`src/rtl/mac_feeder.sv`:
```
// Layer sequencer feeding the mac stage: clear, stream N_IN pairs, drain, capture, per neuron.
// Optional MAC_FEEDER_RELU_EN: captured result is clamped to max(acc_in, 0).
module mac_feeder #(
   parameter int W        = 4,
   parameter int N_IN     = 784,
   parameter int N_NEURON = 10,
   parameter int XADDR_W  = 10,
   parameter int WADDR_W  = 13,
   parameter int IDX_W    = 4
) (
   input  logic                      clk,
   input  logic                      rst,
   input  logic                      start,
   output logic                      busy,
   output logic                      done,
   output logic                      rd_en,
   output logic [XADDR_W-1:0]        x_addr,
   output logic [WADDR_W-1:0]        w_addr,
   input  logic signed [W-1:0]       x_rdata,
   input  logic signed [W-1:0]       w_rdata,
   output logic                      mac_clr,
   output logic signed [W-1:0]       mac_x,
   output logic signed [W-1:0]       mac_c,
   input  logic signed [W-1:0]       acc_in,
   output logic                      out_valid,
   output logic [IDX_W-1:0]          out_idx,
   output logic signed [W-1:0]       out_data
);

   typedef enum logic [2:0] {
      S_IDLE, S_CLEAR, S_STREAM, S_DRAIN, S_CAPTURE, S_FINISH
   } state_t;

   localparam logic [XADDR_W-1:0] LAST_I    = XADDR_W'(N_IN - 1);
   localparam logic [IDX_W-1:0]   LAST_J    = IDX_W'(N_NEURON - 1);
   localparam logic [WADDR_W-1:0] BASE_STEP = WADDR_W'(N_IN);

   state_t                 state_reg, state_next;
   logic                   drain_reg, drain_next;
   logic [IDX_W-1:0]       j_reg, j_next;
   logic [WADDR_W-1:0]     base_reg, base_next;
   logic [XADDR_W-1:0]     x_addr_reg, x_addr_next;
   logic [WADDR_W-1:0]     w_addr_reg, w_addr_next;
   logic                   vld_reg;
   logic signed [W-1:0]    mac_x_reg, mac_c_reg;
   logic                   done_reg, out_valid_reg;
   logic [IDX_W-1:0]       out_idx_reg;
   logic signed [W-1:0]    out_data_reg;
   logic                   rd_en_c, mac_clr_c, capture_c;
   logic signed [W-1:0]    cap_val;

   always_comb begin
      state_next  = state_reg;
      drain_next  = drain_reg;
      j_next      = j_reg;
      base_next   = base_reg;
      x_addr_next = x_addr_reg;
      w_addr_next = w_addr_reg;
      rd_en_c     = 1'b0;
      mac_clr_c   = 1'b0;
      capture_c   = 1'b0;
      case (state_reg)
         S_IDLE: begin
            if (start) begin
               state_next = S_CLEAR;
               j_next     = '0;
               base_next  = '0;
            end
         end
         S_CLEAR: begin
            mac_clr_c   = 1'b1;
            x_addr_next = '0;
            w_addr_next = base_reg;
            state_next  = S_STREAM;
         end
         S_STREAM: begin
            rd_en_c    = 1'b1;
            drain_next = 1'b0;
            // the last address is held so the memories see a stable bus while idle
            if (x_addr_reg == LAST_I) begin
               state_next = S_DRAIN;
            end else begin
               x_addr_next = x_addr_reg + 1'b1;
               w_addr_next = w_addr_reg + 1'b1;
            end
         end
         S_DRAIN: begin
            drain_next = ~drain_reg;
            if (drain_reg) state_next = S_CAPTURE;
         end
         S_CAPTURE: begin
            capture_c  = 1'b1;
            j_next     = j_reg + 1'b1;
            base_next  = base_reg + BASE_STEP;
            state_next = (j_reg == LAST_J) ? S_FINISH : S_CLEAR;
         end
         S_FINISH: state_next = S_IDLE;
         default:  state_next = S_IDLE;
      endcase
   end

   always_comb begin
      cap_val = acc_in;
`ifdef MAC_FEEDER_RELU_EN
      if (acc_in[W-1]) cap_val = '0;
`endif
   end

   always_ff @(posedge clk or posedge rst) begin
      if (rst) begin
         state_reg     <= S_IDLE;
         drain_reg     <= 1'b0;
         j_reg         <= '0;
         base_reg      <= '0;
         x_addr_reg    <= '0;
         w_addr_reg    <= '0;
         vld_reg       <= 1'b0;
         mac_x_reg     <= '0;
         mac_c_reg     <= '0;
         done_reg      <= 1'b0;
         out_valid_reg <= 1'b0;
         out_idx_reg   <= '0;
         out_data_reg  <= '0;
      end else begin
         state_reg     <= state_next;
         drain_reg     <= drain_next;
         j_reg         <= j_next;
         base_reg      <= base_next;
         x_addr_reg    <= x_addr_next;
         w_addr_reg    <= w_addr_next;
         vld_reg       <= rd_en_c;
         // zero operands on bubble cycles so the accumulator only sees real pairs
         mac_x_reg     <= vld_reg ? x_rdata : '0;
         mac_c_reg     <= vld_reg ? w_rdata : '0;
         done_reg      <= (state_reg == S_FINISH);
         out_valid_reg <= capture_c;
         if (capture_c) begin
            out_idx_reg  <= j_reg;
            out_data_reg <= cap_val;
         end
      end
   end

   assign busy      = (state_reg != S_IDLE);
   assign done      = done_reg;
   assign rd_en     = rd_en_c;
   assign x_addr    = x_addr_reg;
   assign w_addr    = w_addr_reg;
   assign mac_clr   = mac_clr_c;
   assign mac_x     = mac_x_reg;
   assign mac_c     = mac_c_reg;
   assign out_valid = out_valid_reg;
   assign out_idx   = out_idx_reg;
   assign out_data  = out_data_reg;

endmodule

```
`config.mk`:
```
export PLATFORM = sky130hd
export DESIGN_NAME = mac_feeder
export DESIGN_NICKNAME = d
export VERILOG_FILES = /design/src/rtl/mac_feeder.sv
export SDC_FILE = /design/constraint.sdc
export NUM_CORES = 1
export LEC_CHECK = 0
export BUFFER_PORTS_ARGS = -buffer_cell sky130_fd_sc_hd__buf_2
export CAP_MARGIN = 20
export CORE_MARGIN = 2
export CORE_UTILIZATION = 35
export DETAILED_ROUTE_END_ITERATION = 16
export PLACE_DENSITY = 0.53
export SLEW_MARGIN = 15
export SYNTH_ARGS = -nofsm -noshare
export SYNTH_HDL_FRONTEND = slang
export SYNTH_SLANG_ARGS = --single-unit
```
`constraint.sdc`:
```
create_clock -name clk -period 2.65 [get_ports clk]
set_input_delay 0 -clock clk [delete_from_list [all_inputs] [get_ports clk]]
set_output_delay 0 -clock clk [all_outputs]
set_load 0.05 [all_outputs]
```
==> After elaboration in Yosys (flattened, before gate mapping) <==
Cells that the tools add are included.
{ "totals": {"ff_bits": 63, "inputBits": 15, "out_inout_bits": 44, "elab_cells": 56} }
{ "op_classes": {"n_addsub": 4, "n_eq_ne": 11, "mux": 19, "bitwise": 1, "n_reduce_logical": 8} }
{ "op_table": {"columns": ["op", "n"], "rows": [
  ["one-hot mux 13 bit (2 select lines)", 2],
  ["two-way mux 13 bit", 2],
  ["one-hot mux 10 bit (2 select lines)", 1],
  ["one-hot mux 3 bit (5 select lines)", 1],
  ["adder 13 x 1 -> 13 bit (second input constant)", 1],
  ["adder 13 x 10 -> 13 bit (second input constant)", 1],
  ["two-way mux 3 bit", 4],
  ["two-way mux 4 bit", 3],
  ["adder 10 x 1 -> 10 bit (second input constant)", 1],
  ["== test 10 bit (second input constant)", 1],
  ["two-way mux 10 bit", 1],
  ["inequality test 2 bit (second input constant)", 4],
  ["one-hot mux 4 bit (2 select lines)", 1],
  ["== test 3 x 2 -> 1 bit (second input constant)", 2],
  ["== test 3 bit (second input constant)", 2],
  ["nonzero test 2 bit", 3],
  ["adder 4 x 1 -> 4 bit (second input constant)", 1],
  ["== test 4 bit (second input constant)", 1],
  ["AND reduction 2 bit", 2],
  ["== test 3 x 1 -> 1 bit (second input constant)", 1],
  ["logical NOT 3 bit", 1],
  ["two-way mux 1 bit", 3],
  ["AND reduction 3 bit", 1],
  ["nonzero test 3 bit", 1],
  ["other kinds (2)", 2]
]} }

==> Longest topological paths before layout <==
Gate-level depths: netlist (run 1).
{ "logic_depth": {"ltp_word": 3, "ltp_mapped": 7, "ltp_nobuf": 5} }

==> Worst setup path after synthesis (run 1) <==
No wires, ideal clock.
{ "synth_path": {"path_type": "register to register", "startpoint": "reg state_reg[0]", "endpoint": "reg w_addr_reg[10] (netlist: w_addr[10])", "setup_ns": 0.080, "arrival_ns": 2.016, "required_ns": 2.570, "setup_slack_ns": 0.554, "path_stages_with_launch": 7, "path_buffers": 2, "synth_period_minus_slack_ns": 2.096, "cell_sequence": "dfrtp_1 buf_2 or3b_1 inv_1 buf_1 o32ai_1 a2bb2oi_1"} }
{ "synth_between": {"elab_chain_len": 3, "elab_cells_between_ends": 6, "cone_classes": "3 x eq/ne; 1 x mux; 2 x reduce/logical"} }
{ "synth_rtl": {"columns": ["item", "line_no", "source"], "rows": [
  ["from (decl)", "38", "state_t state_reg, state_next;"],
  ["from (signal assigned)", "125", "state_reg <= state_next;"],
  ["== test 3 x 2 -> 1 bit / == test 3 x 1 -> 1 bit (equally long branches)", "62", "case (state_reg)"],
  ["inequality test 2 bit (no line) / nonzero test 2 bit (equally long branches)", null, null],
  ["AND reduction 2 bit (no line)", null, null],
  ["to (signal assigned)", "130", "w_addr_reg <= w_addr_next;"],
  ["to (decl)", "43", "logic [WADDR_W-1:0] w_addr_reg, w_addr_next;"]
]} }
Several ways; a longest one is shown, not always the timed one.
A chain may end at the register's enable or synchronous reset.

==> Worst setup path in the final report (run 1) <==
{ "layout_path": {"startpoint": "reg state_reg[0]", "endpoint": "out rd_en"} }
{ "layout_between": {"elab_chain_len": 2} }
{ "layout_rtl": {"columns": ["item", "line_no", "source"], "rows": [
  ["== test 3 x 2 -> 1 bit", "62", null],
  ["two-way mux 1 bit", "62", null],
  ["to (decl)", "16", "output logic rd_en,"]
]} }
No other way between the ends.

==> results.txt, run 1 <==
----------------------------------------------------
[Outcome]
  Run status ... finished, final reports clean

[Cells and area]
  Total Nets Final ... 375
  Flip-flop count of the largest register, all copies and words added ... 13
  Antenna cell count ... 0
  Area of all placed cells without fillers ... 3467 sq um
  Area growth from synthesis to final layout ... 26.94%
  Number of non-filler instances in the completed layout ... 461
  Share of final-layout standard cells stronger than drive strength 1 ... 0.2256

[Detailed routing]
  Routed wire length per instance ... 14.44 um
  Via total after detailed routing ... 2,358
  Via count normalized by instance count ... 5.115
  Remaining DRCs ... 0
  First DRT Iteration DRCs ... 98
  Detail Route Antenna Nets ... 0
  Total length of routed wires ... 6.655 mm
  First-pass iteration count of the detailed router ... 4

[Global routing]
  First-pass GRT wire length ... 10.87 mm
  Global-route congestion overflow total ... 0
  Overall Global Routing Usage ... 0.1616
  Maximum number of pins on one net before global-route repair ... 60
  Antenna violations before repair ... 0
  Vias in the first global route ... 2,288

[Die]
  Floorplan die area ... 8527 sq um
  Core area ... 7647 sq um
  X dimension of the die ... 92.34 um
  Starting Density ... 0.3572
  Y dimension of the die ... 92.34 um
  Cell row count ... 32
  Total I/O pin count ... 59

[Synth]
  Yosys reg bits ... 59
  Share of synthesized flip-flops with an asynchronous set or reset ... 1.000
  EDFF count, synth ... 0
  Mapped Nets ... 299
  Post-Synthesis Cells ... 279
  Yosys warns ... 0
  Post-Syn Area per Cell ... 9.790 sq um
  Most used DFF post-synth ... sky130_fd_sc_hd__dfrtp_1
  Synthesized area ... 2731 sq um
  Number of library cell types mapped by synthesis ... 45
  Register area share after synthesis ... 0.5405

[Pwr]
  Peak VDD IR ... 0.0002771 V
  Leakage power of the design ... 1.698 nW
  Cell-internal power ... 1.415 mW
  Sw frac ... 0.2184
  Fraction of power consumed by combinational cells ... 0.043
  Power Dens Cells ... 522.1 nW/um^2
  Part of the total power dissipated in sequential elements ... 0.502
  Portion of total power attributed to the clock network ... 0.456
  Sw power ... 395.3 uW

[Setup path]
  Slowest library cell on the worst path ... sky130_fd_sc_hd__or3b_1
  Critical path, cell by cell ... or3b_1 -> inv_1 -> buf_4 -> buf_2
  CP Max Fanout ... 14
  Element type at the critical path start ... flip-flop
  Crit path arrival time ... 2.30 ns
  Buf+Inv Stages, Crit Path ... 3
  CP required ... 2.65 ns
  Max stage delay on crit path ... 0.58 ns
  Worst reg2reg path endpoint ... w_addr[9]$_DFFE_PP0P_
  R2r worst-path depth ... 5
  Classification of the worst setup path ... reg2out
  Setup slack of the most critical reg-to-reg path ... 0.45 ns
  Crit-path leading delay family ... buffers and inverters
  Endpoint kind of the worst setup timing path ... output port
  Startpoint of the worst-slack reg-to-reg timing path ... state_reg[0]$_DFFE_PP0P_

[Placement]
  Total cell area at the placement stage ... 3143 sq um
  Number of placed instances with taps included ... 433
  Sum of net half-perimeters after detailed placement ... 4.415 mm
  Number of buffer cells added on primary ports ... 58
  Placer congestion estimate ... 0.8325
  Setup slack at placement ... 0.4924 ns

[Flow run]
  Number of max-capacitance violations reported ... 0

[Timing]
  Setup repair after global routing missed its margin ... false
  Number of setup violations in the final report ... 0
  Highest Clock Rate ... 0.4349 GHz
  Slew HR ... 0.4913
  Final critical-path setup slack ... 0.3507 ns
  Layout Skew ... 0.01010 ns
  Final hold viol count ... 0
  Minimum clock period after layout ... 2.299 ns
  Number of slew-limit violations in the final report ... 0
  Final-layout worst hold slack ... 0.1626 ns
  Setup TNS Final ... 0 ns
  Final worst-path cycle share ... 0.8677
  Actual transition at the worst max-transition pin ... 0.7630 ns

[Clock tree]
  Root buf cell ... sky130_fd_sc_hd__clkbuf_8
  Worst-Skew Late Latency ... 0.34 ns
  Clock tree from TritonCTS ... built
  Number of H-tree levels ... 3
  Num CTS Buffers ... 9
  Number of buffers added for setup after CTS ... 0
  Count of clock tree sinks ... 59
  Cts repair resizes ... 0
  Deepest clock path buffer count ... 2
  Clock transition at the register clock pins on the worst setup and hold paths after CTS ... 0.06 ns

[Worst hold path]
  Worst Hold End ... j_reg[1]$_DFFE_PP0P_
  Hold Crit Start ... start
  Type of the worst min-delay path ... in2reg
  Number of cells on the worst hold path ... 4

----------------------------------------------------
## cell families after synthesis
family,after synthesis,share of synthesized area
adders and majority gates,5,0.02290
muxes,6,0.02245
AOI/OAI and AO/OA,69,0.1635
buffers and inverters,20,0.02977
xor gates and xnor gates,4,0.01283
and+or+nand+nor,116,0.2080
DFF,59,0.5405
## power groups by stage
stage	registers, mW	clock network, mW	logic (mW)
CTS	0.908	0.852	0.0794
global route	0.908	0.890	0.0851
detailed placement	0.925	0	0.0642
floorplan	0.948	0	0.0173
global placement	0.925	0	0.0639
finish	0.908	0.825	0.0770
## worst register-to-register path: stages, from the launching register on
cell and delay, ns:
sky130_fd_sc_hd__dfrtp_1 0.45, sky130_fd_sc_hd__or3b_1 0.58, sky130_fd_sc_hd__a31o_1 0.34, sky130_fd_sc_hd__buf_4 0.22
sky130_fd_sc_hd__nand2_1 0.23, sky130_fd_sc_hd__o2bb2a_1 0.25
## timing repair
| action | in CTS | in global routing |
|---|---|---|
| endpoints found under the hold margin | 71 | 0 |
| hold buffers | 13 | 0 |
| setup endpoints to repair | 0 | 0 |
## metal layers
metal | global-route usage | part of all wire | up-vias | routed length (um)
met2 | 0.2640 | 0.47 | 63 | 3103
li1 | - | - | 1156 | -
met1 | 0.2058 | 0.47 | 1131 | 3145
met3 | 0.04068 | 0.046 | 8 | 306
met5 | 0 | 0 | - | 0
met4 | 0.06343 | 0.015 | 0 | 101
## how the worst max path moves through the flow
stage	cells past startpoint	from	end
floorplan	6	state_reg[0]$_DFFE_PP0P_	w_addr[10]$_DFFE_PP0P_
detailed placement	5	state_reg[0]$_DFFE_PP0P_	w_addr[8]$_DFFE_PP0P_
global placement	5	state_reg[0]$_DFFE_PP0P_	w_addr[5]$_DFFE_PP0P_
global route	4	state_reg[0]$_DFFE_PP0P_	rd_en
finish	4	state_reg[0]$_DFFE_PP0P_	rd_en
CTS	4	state_reg[0]$_DFFE_PP0P_	rd_en
## placed cells by master, fill, tap and decap left out, drive strengths merged, types with 3 or more instances in the layout
cell type     n
o2bb2a        4
and2          9
ha            5
o22ai         4
and3          5
nor2         11
nand2        51
o31ai         3
or3           3
dfrtp        59
clkbuf       13
xor2          3
mux2i         5
inv           7
o21ai        23
a2bb2oi       4
o32ai         3
nand3        17
a22oi         3
a31oi         6
nand4         7
a21oi        11
buf          64
dlygate4sd3  13
## final cells by class
class	count	area, sq um
multi-input combinational	200	1174
clock inverter	2	35.03
clock buffer	13	158.9
inverter	8	30.03
timing repair buffer	77	465.4
fill	770	4180
sequential	59	1476
tap	102	127.6
## stage by stage
stage / util / power (mW)
floorplan: - / 0.9652
global placement: 0.4110 / 0.9886
detailed placement: 0.4110 / 0.9889
CTS: 0.4534 / 1.839
global route: 0.4534 / 1.883
finish: 0.4534 / 1.810
## Yosys cell counts (all sizes together) (2+ instances only)
cell type,instances,area share
mux2i,5,0.018
o32ai,3,0.0096
a22oi,3,0.0082
ha,5,0.023
nor2,11,0.015
nand3,17,0.031
o22ai,4,0.0092
a21oi,11,0.020
nand2,51,0.070
nand3b,2,0.0055
buf,6,0.011
dfrtp,59,0.54
clkbuf,6,0.0082
a41oi,2,0.0064
or3b,2,0.0064
or3,3,0.0069
a31oi,6,0.014
o2bb2a,4,0.015
o31ai,3,0.0082
a2bb2oi,4,0.013
or4,2,0.0055
nand4,7,0.016
and2,9,0.021
inv,7,0.0096
xor2,3,0.0096
and4,2,0.0064
o21ai,23,0.042
and3,5,0.011
No activity file was read; power rests on OpenSTA's default activity.
==> run 2, diff against run 1 <==
==> constraint.sdc (replaced) <==
create_clock -name clk -period 2.65 [get_ports clk]
set_input_delay 0.265 -clock clk [delete_from_list [all_inputs] [get_ports clk]]
set_output_delay 0.265 -clock clk [all_outputs]
set_load 0.05 [all_outputs]
==> results.txt, run 2 (synthesized netlist as in run 1, its figures left out) <==
----------------------------------------------------
[Outcome]
  Run status ... finished, final reports clean

[Setup path]
  CP required ... 2.38 ns (-0.27 ns)
  Element type at the critical path start ... flip-flop
  Crit path arrival time ... 2.02 ns (-0.28 ns)
  CP Max Fanout ... 13 (-1)
  Endpoint kind of the worst setup timing path ... output port
  Classification of the worst setup path ... reg2out
  Setup slack of the most critical reg-to-reg path ... 0.45 ns (about the same)

[Cells and area]
  Highest-count cells in the layout ignoring fill and taps ... 59 x sky130_fd_sc_hd__dfrtp_1, 58 x sky130_fd_sc_hd__buf_2, 51 x sky130_fd_sc_hd__nand2_1
  Storage element area ... 1476 sq um (unchanged)
  Share of final-layout standard cells stronger than drive strength 1 ... 0.2436 (+0.01793)
  Antenna cell count ... 0 (unchanged)
  Total Nets Final ... 364 (-2.9%)
  Most common cell after layout, fill and taps aside ... sky130_fd_sc_hd__dfrtp_1
  Flip-flop count of the largest register, all copies and words added ... 13 (unchanged)
  Multi-input combinational cell area ... 1174 sq um (unchanged)
  Fill count ... 775 (+0.65%)
  Area growth from synthesis to final layout ... 23.13%

[Timing]
  Number of setup violations in the final report ... 0 (unchanged)
  Final hold viol count ... 0 (unchanged)
  Setup repair after global routing missed its margin ... false
  Final-layout worst hold slack ... 0.1159 ns (-0.04678 ns)
  Highest Clock Rate ... 0.4377 GHz (+0.64%)
  Final worst-path cycle share ... 0.8622 (-0.005485)
  Slew HR ... 0.6211 (+0.1298)
  Number of slew-limit violations in the final report ... 0 (unchanged)
  Layout Skew ... 0.009101 ns (-0.0009959 ns)
  Actual transition at the worst max-transition pin ... 0.5646 ns (-0.1985 ns)
  Setup TNS Final ... 0 ns (unchanged)
  Final critical-path setup slack ... 0.3652 ns (+0.01453 ns)
  Minimum clock period after layout ... 2.285 ns (-0.01453 ns)

[Global routing]
  Global-route congestion overflow total ... 0 (unchanged)
  Vias in the first global route ... 2,284 (-0.17%)
  First-pass GRT wire length ... 10.83 mm (-0.31%)
  Antenna violations before repair ... 0 (unchanged)
  Maximum number of pins on one net before global-route repair ... 24 (-60%)
  Overall Global Routing Usage ... 0.1601 (-0.001483)

[Clock tree]
  Deepest clock path buffer count ... 2 (unchanged)
  Worst-Skew Late Latency ... 0.33 ns (about the same)
  Clock tree from TritonCTS ... built
  Number of H-tree levels ... 3 (unchanged)
  Clock transition at the register clock pins on the worst setup and hold paths after CTS ... 0.07 ns (about the same)
  Count of clock tree sinks ... 59 (unchanged)
  Num CTS Buffers ... 9 (unchanged)
  Root buf cell ... sky130_fd_sc_hd__clkbuf_8

[Detailed routing]
  First-pass iteration count of the detailed router ... 4 (unchanged)
  Total length of routed wires ... 6.361 mm (-4.4%)
  Detail Route Antenna Nets ... 0 (unchanged)
  Via total after detailed routing ... 2,330 (-1.2%)
  Via count normalized by instance count ... 5.166 (+1.0%)
  Remaining DRCs ... 0 (unchanged)
  First DRT Iteration DRCs ... 91 (-7.1%)
  Routed wire length per instance ... 14.10 um (-2.3%)

[Die]
  Y dimension of the die ... 92.34 um (unchanged)
  X dimension of the die ... 92.34 um (unchanged)
  Floorplan die area ... 8527 sq um (unchanged)
  Core area ... 7647 sq um (unchanged)
  Cell row count ... 32 (unchanged)
  Starting Density ... 0.3572 (unchanged)
  Total I/O pin count ... 59 (unchanged)

[Pwr]
  Peak VDD IR ... 0.0002055 V (-26%)
  Power Dens Cells ... 534.0 nW/um^2 (+2.3%)
  Leakage power of the design ... 1.644 nW (-3.2%)

[Placement]
  Placer congestion estimate ... 0.8004 (-3.9%)
  Setup slack at placement ... 0.4883 ns (-0.004073 ns)
  Number of buffer cells added on primary ports ... 58 (unchanged)
  Sum of net half-perimeters after detailed placement ... 4.419 mm (about the same)

[Worst hold path]
  Type of the worst min-delay path ... in2reg

[Flow run]
  Number of max-capacitance violations reported ... 0 (unchanged)

----------------------------------------------------
==> run 2: cell count changes in the layout (fill, tap and decap cells not counted), sizes merged <==
cell	before	now
clkbuf	13	10
clkinvlp	0	4
dlygate4sd3	13	1
buf	64	65
==> run 2: worst max-delay path, cell delays in order, from the launching register on <==
cell and delay [ns]:
sky130_fd_sc_hd__dfrtp_1 0.46, sky130_fd_sc_hd__or3b_1 0.59, sky130_fd_sc_hd__inv_1 0.31, sky130_fd_sc_hd__buf_2 0.33
==> run 2: through the flow <==
step | total power [mW] | std cells | cell area, sq um | util
CTS | 1.827 | 451 | 3363 | 0.4398
finish | 1.796 | 451 | 3363 | 0.4398
detailed placement | 0.9899 | 434 | 3151 | 0.4120
global route | 1.873 | 451 | 3363 | 0.4398
floorplan | 0.9652 | 279 | 2731 | -
global placement | 0.9899 | 434 | 3151 | 0.4120
==> run 2: report_power, final <==
part / leakage, nW / switching, mW / total [mW] / internal, mW
Combinational: 0.861 / 0.0467 / 0.0643 / 0.0176
Sequential: 0.692 / 0.00118 / 0.908 / 0.906
Clock: 0.0905 / 0.367 / 0.824 / 0.457
Total: 1.64 / 0.415 / 1.80 / 1.38
==> run 2: layout make-up <==
type	count	share of cell area
Inverter	8	0.008929
Clock inverter	6	0.01935
Clock buffer	10	0.04092
Tap cell	102	0.03795
Sequential cell	59	0.4390
Multi-Input combinational cell	200	0.3490
Timing Repair Buffer	66	0.1049
==> run 2: final timing paths <==
path,endpoint,cells past startpoint,startpoint
worst max-delay path,rd_en,3,state_reg[0]$_DFFE_PP0P_
worst min register to register,out_data[3]$_DFFE_PP0P_,2,out_data[3]$_DFFE_PP0P_
worst max register to register,w_addr[8]$_DFFE_PP0P_,5,state_reg[0]$_DFFE_PP0P_
worst min-delay path,out_data[0]$_DFFE_PP0P_,3,acc_in[0]
max in group asynchronous,base_reg[7]$_DFFE_PP0P_,4,rst
min in group asynchronous,out_idx[2]$_DFFE_PP0P_,3,rst
==> run 2: per-layer routing <==
metal / vias to the layer above / wire [um] / GRT usage
li1: 1143 / - / -
met1: 1130 / 3112 / 0.2166
met2: 48 / 2914 / 0.2470
met3: 9 / 229 / 0.03255
met4: 0 / 105 / 0.07463
met5: - / 0 / 0
==> run 2: what timing repair did <==
action | in CTS | in global routing
setup buffers | 0 | 0
endpoints found under the setup margin | 0 | 0
endpoints found under the hold margin | 21 | 0
hold buffers | 1 | 0
gates resized for setup | 0 | 0
==> run 3, diff against run 2 <==
--- a/config.mk
+++ b/config.mk
@@ -10,7 +10,8 @@
 export CORE_MARGIN = 2
 export CORE_UTILIZATION = 35
 export DETAILED_ROUTE_END_ITERATION = 16
-export PLACE_DENSITY = 0.53
+export PLACE_DENSITY_LB_ADDON = 0.2
+export SKIP_LAST_GASP = 1
 export SLEW_MARGIN = 15
 export SYNTH_ARGS = -nofsm -noshare
 export SYNTH_HDL_FRONTEND = slang
==> results.txt, run 3 (synthesized netlist as in run 1, its figures left out) <==
----------------------------------------------------
[Die]
  X dimension of the die ... 92.34 um (unchanged)
  Starting Density ... 0.3572 (unchanged)
  Floorplan die area ... 8527 sq um (unchanged)
  Cell row count ... 32 (unchanged)
  Y dimension of the die ... 92.34 um (unchanged)
  Core area ... 7647 sq um (unchanged)
  Total I/O pin count ... 59 (unchanged)

[Pwr]
  Sw frac ... 0.2389 (+0.007895)
  Portion of total power attributed to the clock network ... 0.454 (-0.005)
  Sw power ... 424.3 uW (+2.3%)
  Fraction of power consumed by combinational cells ... 0.035 (about the same)
  Power Dens Cells ... 530.1 nW/um^2 (-0.73%)
  Peak VDD IR ... 0.0001967 V (-4.3%)
  Leakage power of the design ... 1.649 nW (+0.31%)
  Cell-internal power ... 1.352 mW (-2.1%)
  Part of the total power dissipated in sequential elements ... 0.511 (+0.006)

[Global routing]
  Vias in the first global route ... 2,337 (+2.3%)
  Antenna violations before repair ... 0 (unchanged)
  First-pass GRT wire length ... 11.11 mm (+2.5%)
  Overall Global Routing Usage ... 0.1635 (+0.003424)
  Global-route congestion overflow total ... 0 (unchanged)
  Maximum number of pins on one net before global-route repair ... 60 (+150%)

[Timing]
  Final hold viol count ... 0 (unchanged)
  Number of setup violations in the final report ... 0 (unchanged)
  Slew HR ... 0.4937 (-0.1274)
  Highest Clock Rate ... 0.4357 GHz (-0.45%)
  Final-layout worst hold slack ... 0.1113 ns (-0.004575 ns)
  Final worst-path cycle share ... 0.8661 (+0.003907)
  Setup TNS Final ... 0 ns (unchanged)
  Layout Skew ... 0.006922 ns (-0.002179 ns)
  Actual transition at the worst max-transition pin ... 0.7595 ns (+0.1949 ns)
  Setup repair after global routing missed its margin ... false
  Minimum clock period after layout ... 2.295 ns (+0.01035 ns)
  Number of slew-limit violations in the final report ... 0 (unchanged)

[Setup path]
  Worst reg2reg path endpoint ... w_addr[8]$_DFFE_PP0P_
  Critical path, cell by cell ... or3b_1 -> buf_4 -> inv_1 -> buf_2
  Crit path arrival time ... 2.03 ns (about the same)
  Buf+Inv Stages, Crit Path ... 3 (+1)
  Capture point of the critical path ... rd_en
  WP depth ... 4 (+1)
  Setup slack of the most critical reg-to-reg path ... 0.49 ns (+0.04 ns)
  CP Max Fanout ... 9 (-4)
  Endpoint kind of the worst setup timing path ... output port
  CP required ... 2.38 ns (about the same)
  Max stage delay on crit path ... 0.50 ns (-0.09 ns)
  Element type at the critical path start ... flip-flop
  R2r worst-path depth ... 4 (-1)
  Startpoint of the worst-slack reg-to-reg timing path ... x_addr[7]$_DFFE_PP0P_
  Classification of the worst setup path ... reg2out
  Crit-path leading delay family ... buffers and inverters
  Slowest library cell on the worst path ... sky130_fd_sc_hd__or3b_1
  Critical Path Source ... state_reg[0]$_DFFE_PP0P_

[Cells and area]
  Flip-flop count of the largest register, all copies and words added ... 13 (unchanged)
  Post-route core utilization ... 0.4382 (-0.001637)
  Antenna cell count ... 0 (unchanged)
  Highest-count cells in the layout ignoring fill and taps ... 59 x sky130_fd_sc_hd__dfrtp_1, 58 x sky130_fd_sc_hd__buf_2, 51 x sky130_fd_sc_hd__nand2_1
  Area of all placed cells without fillers ... 3351 sq um (-0.37%)
  Share of final-layout standard cells stronger than drive strength 1 ... 0.2464 (+0.002865)
  Most common cell after layout, fill and taps aside ... sky130_fd_sc_hd__dfrtp_1
  Total Nets Final ... 364 (unchanged)
  Area growth from synthesis to final layout ... 22.68%

[Detailed routing]
  Remaining DRCs ... 0 (unchanged)
  Total length of routed wires ... 6.531 mm (+2.7%)
  First DRT Iteration DRCs ... 94 (+3.3%)
  First-pass iteration count of the detailed router ... 4 (unchanged)
  Via total after detailed routing ... 2,403 (+3.1%)
  Routed wire length per instance ... 14.48 um (+2.7%)
  Detail Route Antenna Nets ... 0 (unchanged)
  Via count normalized by instance count ... 5.328 (+3.1%)

[Placement]
  Total cell area at the placement stage ... 3158 sq um (+0.24%)
  Sum of net half-perimeters after detailed placement ... 4.500 mm (+1.8%)
  Number of buffer cells added on primary ports ... 58 (unchanged)
  Placer congestion estimate ... 0.8120 (+1.4%)

[Clock tree]
  Num CTS Buffers ... 9 (unchanged)
  Deepest clock path buffer count ... 2 (unchanged)
  Root buf cell ... sky130_fd_sc_hd__clkbuf_8
  Worst-Skew Late Latency ... 0.34 ns (about the same)
  Count of clock tree sinks ... 59 (unchanged)
  Number of buffers added for setup after CTS ... 0 (unchanged)
  Cts repair resizes ... 0 (unchanged)
  Number of H-tree levels ... 3 (unchanged)
  Clock transition at the register clock pins on the worst setup and hold paths after CTS ... 0.07 ns (about the same)
  Clock tree from TritonCTS ... built
  Post-cts hold buffer count ... 0 (-1)

[Worst hold path]
  Hold Crit Start ... acc_in[1]
  Type of the worst min-delay path ... in2reg

[Flow run]
  Number of max-capacitance violations reported ... 0 (unchanged)

[Outcome]
  Run status ... finished, final reports clean

----------------------------------------------------
==> run 3: changes by cell type in the layout (fill, tap and decap cells not counted) <==
cell | previous run | this run
sky130_fd_sc_hd__clkinv_4 | 0 | 1
sky130_fd_sc_hd__clkbuf_8 | 10 | 9
sky130_fd_sc_hd__clkinvlp_4 | 4 | 2
sky130_fd_sc_hd__clkinv_2 | 1 | 3
sky130_fd_sc_hd__dlygate4sd3_1 | 1 | 0
sky130_fd_sc_hd__buf_4 | 7 | 8
==> run 3: layer usage <==
metal,part of all wire,up-vias,track usage
met5,0,-,0
met2,0.46,73,0.2561
met4,0.016,0,0.07090
met1,0.47,1175,0.2197
li1,-,1143,-
met3,0.056,12,0.03417
==> run 3: power groups by stage <==
stage          combinational [mW]  sequential, mW  clock (mW)
2_1_floorplan              0.0173           0.948           0
3_3_place_gp               0.0643           0.925           0
3_5_place_dp               0.0646           0.925           0
4_1_cts                    0.0647           0.907       0.827
5_1_grt                    0.0694           0.907       0.866
6_report                   0.0623           0.908       0.806
==> run 3: worst register-to-register path, cell delays in order (launching register included) <==
cell,delay (ns)
sky130_fd_sc_hd__dfrtp_1,0.43
sky130_fd_sc_hd__nor4b_1,0.47
sky130_fd_sc_hd__a31o_1,0.55
sky130_fd_sc_hd__nand2_1,0.32
sky130_fd_sc_hd__o2bb2a_1,0.33
==> run 3: how the worst min path moves through the flow <==
stage	to	slack [ns]	cells past startpoint
2_1_floorplan	out_data[0]$_DFFE_PP0P_	0.37	2
3_3_place_gp	out_data[3]$_DFFE_PP0P_	0.45	2
3_5_place_dp	out_data[3]$_DFFE_PP0P_	0.46	2
4_1_cts	out_data[1]$_DFFE_PP0P_	0.10	3
5_1_grt	out_data[3]$_DFFE_PP0P_	0.12	3
6_report	out_data[1]$_DFFE_PP0P_	0.11	3
==> run 3: area by class of cell <==
| cell class | count | area, sq um |
|---|---|---|
| inverters | 8 | 30.03 |
| fillers | 766 | 4297 |
| well taps | 102 | 127.6 |
| multi-input cells | 200 | 1174 |
| clock inverters | 7 | 68.82 |
| repair buffers | 66 | 350.3 |
| clock buffers | 9 | 123.9 |
| flip-flops and latches | 59 | 1476 |
==> run 3: through the flow <==
stage          power, mW  instances  setup WS, ns
6_report           1.776        451        0.3548
5_1_grt            1.842        451        0.1684
4_1_cts            1.800        451        0.3450
3_5_place_dp      0.9895        435        0.4891
3_3_place_gp      0.9888        435        0.5203
2_1_floorplan     0.9652        279        0.5541
